<file path="src/rtl/lru_cache_ctrl.sv">
// lru_cache_ctrl: sequences one CPU load/store at a time onto the LRU_Cache
// active-low RD_/WR_ strobe protocol. It handles read-miss fetch, write-allocate
// and write-back of dirty evicted lines, and gives the CPU a request/done
// handshake.
//
// Ports:
//   clk, rst            rising-edge clock, asynchronous active-high reset
//   cpu_*               CPU request (req/we/tag/wdata) and response
//                       (ready/done/rdata/hit)
//   c_*                 cache strobes, tag and data out; miss/evict flags in
//   mem_*               lower-memory read/write request, held until mem_ack
//   stat_hits/misses/wbs  saturating statistics counters
//
// Optional feature: define LRU_CTRL_STATS_EN to build the statistics counters.
// Without it, the stat_* outputs are tied to zero.
module lru_cache_ctrl #(
  parameter int unsigned TAG_WIDTH   = 4,
  parameter int unsigned VALUE_WIDTH = 32,
  parameter int unsigned CNT_WIDTH   = 16
) (
  input  logic                   clk,
  input  logic                   rst,
  input  logic                   cpu_req,
  input  logic                   cpu_we,
  input  logic [TAG_WIDTH-1:0]   cpu_tag,
  input  logic [VALUE_WIDTH-1:0] cpu_wdata,
  output logic                   cpu_ready,
  output logic                   cpu_done,
  output logic [VALUE_WIDTH-1:0] cpu_rdata,
  output logic                   cpu_hit,
  output logic                   c_select,
  output logic [TAG_WIDTH-1:0]   c_input_tag,
  output logic [VALUE_WIDTH-1:0] c_new_value,
  output logic                   c_RD_,
  output logic                   c_WR_,
  output logic                   c_is_new,
  input  logic                   c_cache_miss,
  input  logic                   c_memwrite,
  input  logic [TAG_WIDTH-1:0]   c_tag_write,
  input  logic [VALUE_WIDTH-1:0] c_value_write,
  output logic                   mem_rd_req,
  output logic                   mem_wr_req,
  output logic [TAG_WIDTH-1:0]   mem_tag,
  output logic [VALUE_WIDTH-1:0] mem_wdata,
  input  logic                   mem_ack,
  input  logic [VALUE_WIDTH-1:0] mem_rdata,
  output logic [CNT_WIDTH-1:0]   stat_hits,
  output logic [CNT_WIDTH-1:0]   stat_misses,
  output logic [CNT_WIDTH-1:0]   stat_wbs
);

  typedef enum logic [2:0] {
    StIdle, StLookup, StCheck, StFetch, StFill, StFcheck, StWb, StResp
  } state_e;

  state_e r_state, w_state_d;

  // Request and line data
  logic [TAG_WIDTH-1:0]   r_tag, w_tag_d;
  logic                   r_we, w_we_d;
  logic [VALUE_WIDTH-1:0] r_wdata, w_wdata_d;
  logic [VALUE_WIDTH-1:0] r_fill, w_fill_d;
  logic [VALUE_WIDTH-1:0] r_rdata, w_rdata_d;
  logic                   r_hit, w_hit_d;
  logic [TAG_WIDTH-1:0]   r_ev_tag, w_ev_tag_d;
  logic [VALUE_WIDTH-1:0] r_ev_data, w_ev_data_d;
  // Set once the fetch has been acked; FETCH then spends one turnaround cycle
  // with the request dropped before the fill write is issued.
  logic                   r_fetched, w_fetched_d;

  // Registered outputs and their next values
  logic                   r_done, w_done_d;
  logic                   r_cpu_hit, w_cpu_hit_d;
  logic                   r_sel, w_sel_d;
  logic [TAG_WIDTH-1:0]   r_in_tag, w_in_tag_d;
  logic [VALUE_WIDTH-1:0] r_new_val, w_new_val_d;
  logic                   r_rd_n, w_rd_n_d;
  logic                   r_wr_n, w_wr_n_d;
  logic                   r_is_new, w_is_new_d;
  logic                   r_mrd, w_mrd_d;
  logic                   r_mwr, w_mwr_d;
  logic [TAG_WIDTH-1:0]   r_mtag, w_mtag_d;
  logic [VALUE_WIDTH-1:0] r_mwdata, w_mwdata_d;

  // Acks only count while the matching request is actually on the bus.
  logic w_rd_ack, w_wr_ack;
  assign w_rd_ack = r_mrd & mem_ack;
  assign w_wr_ack = r_mwr & mem_ack;

  // State register
  always_ff @(posedge clk or posedge rst) begin
    if (rst) r_state <= StIdle;
    else     r_state <= w_state_d;
  end

  // Next state and datapath captures
  always_comb begin
    w_state_d   = r_state;
    w_tag_d     = r_tag;
    w_we_d      = r_we;
    w_wdata_d   = r_wdata;
    w_fill_d    = r_fill;
    w_rdata_d   = r_rdata;
    w_hit_d     = r_hit;
    w_ev_tag_d  = r_ev_tag;
    w_ev_data_d = r_ev_data;
    w_fetched_d = r_fetched;
    unique case (r_state)
      StIdle: begin
        if (cpu_req) begin
          w_tag_d   = cpu_tag;
          w_we_d    = cpu_we;
          w_wdata_d = cpu_wdata;
          w_state_d = StLookup;
        end
      end
      StLookup: w_state_d = StCheck;
      StCheck: begin
        w_hit_d = ~c_cache_miss;
        if (!c_cache_miss) begin
          if (!r_we) w_rdata_d = c_value_write;
          w_state_d = StResp;
        end else if (r_we) begin
          w_fill_d  = r_wdata;
          w_state_d = StFill;
        end else begin
          w_fetched_d = 1'b0;
          w_state_d   = StFetch;
        end
      end
      StFetch: begin
        if (r_fetched) begin
          w_state_d = StFill;
        end else if (w_rd_ack) begin
          w_fill_d    = mem_rdata;
          w_rdata_d   = mem_rdata;
          w_fetched_d = 1'b1;
        end
      end
      StFill: w_state_d = StFcheck;
      StFcheck: begin
        if (c_memwrite) begin
          w_ev_tag_d  = c_tag_write;
          w_ev_data_d = c_value_write;
          w_state_d   = StWb;
        end else begin
          w_state_d = StResp;
        end
      end
      StWb: begin
        if (w_wr_ack) w_state_d = StResp;
      end
      StResp: w_state_d = StIdle;
    endcase
  end

  // Output decode for the upcoming state; registered below
  always_comb begin
    w_done_d    = 1'b0;
    w_cpu_hit_d = 1'b0;
    w_sel_d     = 1'b0;
    w_in_tag_d  = '0;
    w_new_val_d = '0;
    w_rd_n_d    = 1'b1;
    w_wr_n_d    = 1'b1;
    w_is_new_d  = 1'b0;
    w_mrd_d     = 1'b0;
    w_mwr_d     = 1'b0;
    w_mtag_d    = '0;
    w_mwdata_d  = '0;
    unique case (w_state_d)
      StIdle: ;
      StLookup: begin
        w_sel_d    = 1'b1;
        w_in_tag_d = w_tag_d;
        if (w_we_d) begin
          w_wr_n_d    = 1'b0;
          w_new_val_d = w_wdata_d;
        end else begin
          w_rd_n_d = 1'b0;
        end
      end
      StCheck, StFcheck: begin
        w_sel_d    = 1'b1;
        w_in_tag_d = w_tag_d;
      end
      StFetch: begin
        w_mrd_d  = ~w_fetched_d;
        w_mtag_d = w_fetched_d ? '0 : w_tag_d;
      end
      StFill: begin
        w_sel_d     = 1'b1;
        w_in_tag_d  = w_tag_d;
        w_wr_n_d    = 1'b0;
        w_is_new_d  = 1'b1;
        w_new_val_d = w_fill_d;
      end
      StWb: begin
        w_mwr_d    = 1'b1;
        w_mtag_d   = w_ev_tag_d;
        w_mwdata_d = w_ev_data_d;
      end
      StResp: begin
        w_done_d    = 1'b1;
        w_cpu_hit_d = w_hit_d;
      end
    endcase
  end

  always_ff @(posedge clk or posedge rst) begin
    if (rst) begin
      r_tag     <= '0;
      r_we      <= 1'b0;
      r_wdata   <= '0;
      r_fill    <= '0;
      r_rdata   <= '0;
      r_hit     <= 1'b0;
      r_ev_tag  <= '0;
      r_ev_data <= '0;
      r_fetched <= 1'b0;
      r_done    <= 1'b0;
      r_cpu_hit <= 1'b0;
      r_sel     <= 1'b0;
      r_in_tag  <= '0;
      r_new_val <= '0;
      r_rd_n    <= 1'b1;
      r_wr_n    <= 1'b1;
      r_is_new  <= 1'b0;
      r_mrd     <= 1'b0;
      r_mwr     <= 1'b0;
      r_mtag    <= '0;
      r_mwdata  <= '0;
    end else begin
      r_tag     <= w_tag_d;
      r_we      <= w_we_d;
      r_wdata   <= w_wdata_d;
      r_fill    <= w_fill_d;
      r_rdata   <= w_rdata_d;
      r_hit     <= w_hit_d;
      r_ev_tag  <= w_ev_tag_d;
      r_ev_data <= w_ev_data_d;
      r_fetched <= w_fetched_d;
      r_done    <= w_done_d;
      r_cpu_hit <= w_cpu_hit_d;
      r_sel     <= w_sel_d;
      r_in_tag  <= w_in_tag_d;
      r_new_val <= w_new_val_d;
      r_rd_n    <= w_rd_n_d;
      r_wr_n    <= w_wr_n_d;
      r_is_new  <= w_is_new_d;
      r_mrd     <= w_mrd_d;
      r_mwr     <= w_mwr_d;
      r_mtag    <= w_mtag_d;
      r_mwdata  <= w_mwdata_d;
    end
  end

  assign cpu_ready   = (r_state == StIdle);
  assign cpu_done    = r_done;
  assign cpu_rdata   = r_rdata;
  assign cpu_hit     = r_cpu_hit;
  assign c_select    = r_sel;
  assign c_input_tag = r_in_tag;
  assign c_new_value = r_new_val;
  assign c_RD_       = r_rd_n;
  assign c_WR_       = r_wr_n;
  assign c_is_new    = r_is_new;
  assign mem_rd_req  = r_mrd;
  assign mem_wr_req  = r_mwr;
  assign mem_tag     = r_mtag;
  assign mem_wdata   = r_mwdata;

`ifdef LRU_CTRL_STATS_EN
  localparam logic [CNT_WIDTH-1:0] CntOne = 1;

  logic [CNT_WIDTH-1:0] r_stat_hits, r_stat_misses, r_stat_wbs;

  always_ff @(posedge clk or posedge rst) begin
    if (rst) begin
      r_stat_hits   <= '0;
      r_stat_misses <= '0;
      r_stat_wbs    <= '0;
    end else begin
      if (r_state == StCheck) begin
        if (!c_cache_miss) begin
          if (r_stat_hits != '1) r_stat_hits <= r_stat_hits + CntOne;
        end else begin
          if (r_stat_misses != '1) r_stat_misses <= r_stat_misses + CntOne;
        end
      end
      if (w_wr_ack && (r_stat_wbs != '1)) r_stat_wbs <= r_stat_wbs + CntOne;
    end
  end

  assign stat_hits   = r_stat_hits;
  assign stat_misses = r_stat_misses;
  assign stat_wbs    = r_stat_wbs;
`else
  assign stat_hits   = '0;
  assign stat_misses = '0;
  assign stat_wbs    = '0;
`endif

endmodule

</file>
<file path="config.mk">
export PLATFORM = sky130hd
export DESIGN_NAME = lru_cache_ctrl
export DESIGN_NICKNAME = d
export VERILOG_FILES = /design/src/rtl/lru_cache_ctrl.sv
export SDC_FILE = /design/constraint.sdc
export NUM_CORES = 1
export LEC_CHECK = 0
export ABC_AREA = 1
export BUFFER_PORTS_ARGS = -buffer_cell sky130_fd_sc_hd__buf_2
export CAP_MARGIN = 20
export CORE_MARGIN = 4
export CORE_UTILIZATION = 48
export DETAILED_ROUTE_END_ITERATION = 12
export PLACE_DENSITY = 0.87
export REMOVE_ABC_BUFFERS = 1
export SLEW_MARGIN = 20
export SYNTH_ARGS = -nofsm -noshare
export SYNTH_HDL_FRONTEND = slang
export SYNTH_SLANG_ARGS = --single-unit
</file>
<file path="constraint.sdc">
create_clock -name clk -period 6.8 [get_ports clk]
set_clock_uncertainty 0.1 [all_clocks]
set_input_delay 1.02 -clock clk [delete_from_list [all_inputs] [get_ports clk]]
set_output_delay 1.02 -clock clk [all_outputs]
set_load 0.01 [all_outputs]
</file>
==> impl_metrics.py <==
metrics = {
    "clock_network": {
        "cts.htree.levels": 1,
        "cts_tree": "yes",
        "hold_buffers": 0,
        "clock-sinks": 222,
        "post_cts_resized": 0,
        "cts_max_path_buffers": 3,
        "cts_setup_buffers": 0,
        "cts_buffers": 23,
        "root_buffer": "clkbuf_16",
        "insertion_delay_ns": 0.50,
        "path_clk_slew_ns": 0.06,
    },
    "global_route": {
        "antenna_found_initial": 2,
        "grt_first_pass_wirelength_mm": 37.6,
        "grt_max_degree": 120,
        "grt_use_total_pct": 20.4,
        "grt_overflow": 0,
        "grt_pass1_vias": 7548,
    },
    "run": {
        "drv_cap": 0,
    },
    "cells_and_area": {
        "fin_util_pct": 57.6,
        "drive_above_1_share_pct": 26.9,
        "final_cells": 1589,
        "finalNetCount": 1413,
        "areaGrowthSynthToFinish_pct": 17.9,
    },
    "critical_path": {
        "worstPathRequired_ns": 7.10,
        "crit_arrival_ns": 4.04,
        "worstPathMaxFanout": 67,
        "r2r_cells": 9,
        "path_class": "flip-flop to flip-flop",
        "start_kind": "flip-flop",
        "worst_setup_path_end_kind": "flip-flop",
    },
    "die": {
        "num_rows": 52,
        "start_util_pct": 48.9,
        "coreArea_mm2": 0.0202,
        "die-area_mm2": 0.0230,
        "fp.dieW_um": 152,
        "io_pins": 272,
        "die_h_um": 152,
    },
    "routing": {
        "wl_per_cell_um": 14.9,
        "first_pass_iters": 5,
        "drtIter0Drc": 341,
        "via_per_inst": 4.72,
        "drc_errors": 0,
        "num_vias": 7506,
        "ant_nets": 0,
        "finalWirelength_mm": 23.8,
    },
    "sta": {
        "fin_setup_tns_ns": 0,
        "worst_pin_slew_ns": 0.994,
        "hold_viol_final": 0,
        "maxSlewViolCount": 0,
        "slew_headroom_pct": 33.5,
        "timing.final.crit_share_pct": 55.0,
        "layout_min_cycle_time_ns": 3.74,
        "finalSetupViolCount": 0,
        "max_freq_mhz": 268,
        "finalHoldWorstSlack_ns": 0.369,
        "rsz0062_at_grt": "false",
    },
    "synthesis": {
        "ys_seq_area_share_pct": 56.2,
        "synthesis.area_mm2": 0.00989,
        "syn_area_per_cell_um2": 8.99,
        "yosys.area.top_type_share_pct": 55.7,
        "yosys.area.top_type": "dfrtp_1",
        "synth.area.top_cells": "dfrtp_1 56%, nand2_1 10%, inv_1 7.2%",
        "ys_warn_count": 0,
        "netlist_instances": 1100,
        "ys_ff_latch": 222,
        "synth_cell_types": 26,
    },
    "place": {
        "dp_cells": 1547,
        "portBuffers": 223,
        "dp_hpwl_mm": 15.6,
        "gp_congestion": 0.836,
    },
    "worst_hold_path": {
        "holdPathStages": 2,
        "min_path_type": "flip-flop to flip-flop",
    },
    "power": {
        "p_per_area_mw_per_mm2": 457,
        "peakVddDrop_v": 0.000238,
        "cellLeakagePower_nw": 6.54,
    },
    "outcome": {
        "status": "complete, no violations",
    },
}
-- area by class of cell --
cell class / instances / area, um2
sequential: 222 / 5560
tap: 270 / 338
fill: 1740 / 8570
clock inverter: 10 / 80.1
multi-input combinational: 629 / 3110
timing repair buffer: 231 / 1180
antenna: 1 / 2.50
clock buffer: 31 / 656
inverter: 195 / 739
-- worst paths after layout --
check	start	slack, ns	endpoint
min in group asynchronous	rst	0.58	c_new_value[4]
hold / removal	r_fill[1]	0.37	r_fill[1]
setup reg to reg	r_state[1]	3.06	mem_wdata[26]
hold reg to reg	r_fill[1]	0.37	r_fill[1]
setup / recovery	r_state[1]	3.06	mem_wdata[26]
max in group asynchronous	rst	4.79	c_new_value[12]
-- layout by cell type (no fill, tap or decap), types with 2 or more instances in the layout --
master      netlist  final
nand3_1          74     72
nand4_1           6      6
o21ai_0          92     92
conb_1            1     48
dfrtp_1         220    220
clkinvlp_4        0      2
o21ai_1          23     23
nor3_1            3      3
nor2_1           44     42
inv_2             4      4
buf_2            21    223
nand3_2           0      2
nor2_4            2      4
dfstp_2           2      2
nand2_1         264    264
clkbuf_1         17      3
nand2_2           6      6
clkbuf_16         0     23
clkbuf_8          0      5
clkinv_2          0      7
mux2_2           32     32
nand2_4           2      2
o21ai_2          28     28
buf_4            51      8
inv_1           191    190
-- where the power goes --
| part | switching (W) | internal (W) | leakage [nW] |
|---|---|---|---|
| Sequential | 0.000199 | 0.00188 | 2.83 |
| Clock | 0.000508 | 0.000713 | 0.365 |
| Combinational | 0.00138 | 0.000657 | 3.35 |
-- registers in the layout, indices dropped and copies added (netlist names), 3 cells and up --
register / flops
r_fill: 32
cpu_rdata: 32
c_input_tag: 4
c_new_value: 32
mem_tag: 4
r_tag: 4
r_ev_data: 32
r_ev_tag: 4
r_state: 3
r_wdata: 32
mem_wdata: 32
-- cells in the mapped netlist, drive strengths merged --
library cell and count:
nand2 272, dfrtp 220, inv 195, o21ai 143, buf 84, nand3 74, nor2 47, mux2 32
clkbuf 17, nand4 6, nor3 4, dfstp 2, a21oi 1, conb 1, nor3b 1, or2 1
-- critical path, cell delays in order (launching register included) --
cell     delay [ns]
dfrtp_1        0.51
nand2_2        0.11
nor2_4         0.08
buf_4          0.71
nand2_1        0.21
nand2_1        0.20
nor2_1         0.22
nor2_8         0.54
nand2_2        0.64
nor2_1         0.30
-- metal layers --
| layer | vias to the layer above | GRT usage [%] | share of wire (%) |
|---|---|---|---|
| met5 | - | 0 | 0.055 |
| met4 | 2 | 5.35 | 1.7 |
| met3 | 41 | 5.12 | 8.5 |
| met2 | 254 | 34.6 | 49 |
| met1 | 3533 | 26.4 | 40 |
| li1 | 3676 | - | - |
-- per-stage QoR --
step | instance area (um2) | setup WS [ns] | power (W)
5_1_grt | 11700 | 2.81 | 0.00574
3_5_place_dp | 10900 | 3.11 | 0.00413
3_3_place_gp | 10900 | 3.32 | 0.00403
2_1_floorplan | 9380 | -0.394 | 0.00339
6_report | 11700 | 3.06 | 0.00533
4_1_cts | 11700 | 3.09 | 0.00538
-- cell families (layout without fill, tap and decap cells) --
kind of cell	count (synthesis)	after routing	share of synthesized area [%]
AOI/OAI and AO/OA	144	144	8.35
buffers and inverters	296	467	14.3
DFF	222	222	56.2
muxes	32	32	3.64
other	1	49	0.0379
and+or+nand+nor	405	405	17.4
No activity file was read; power rests on OpenSTA's default activity.
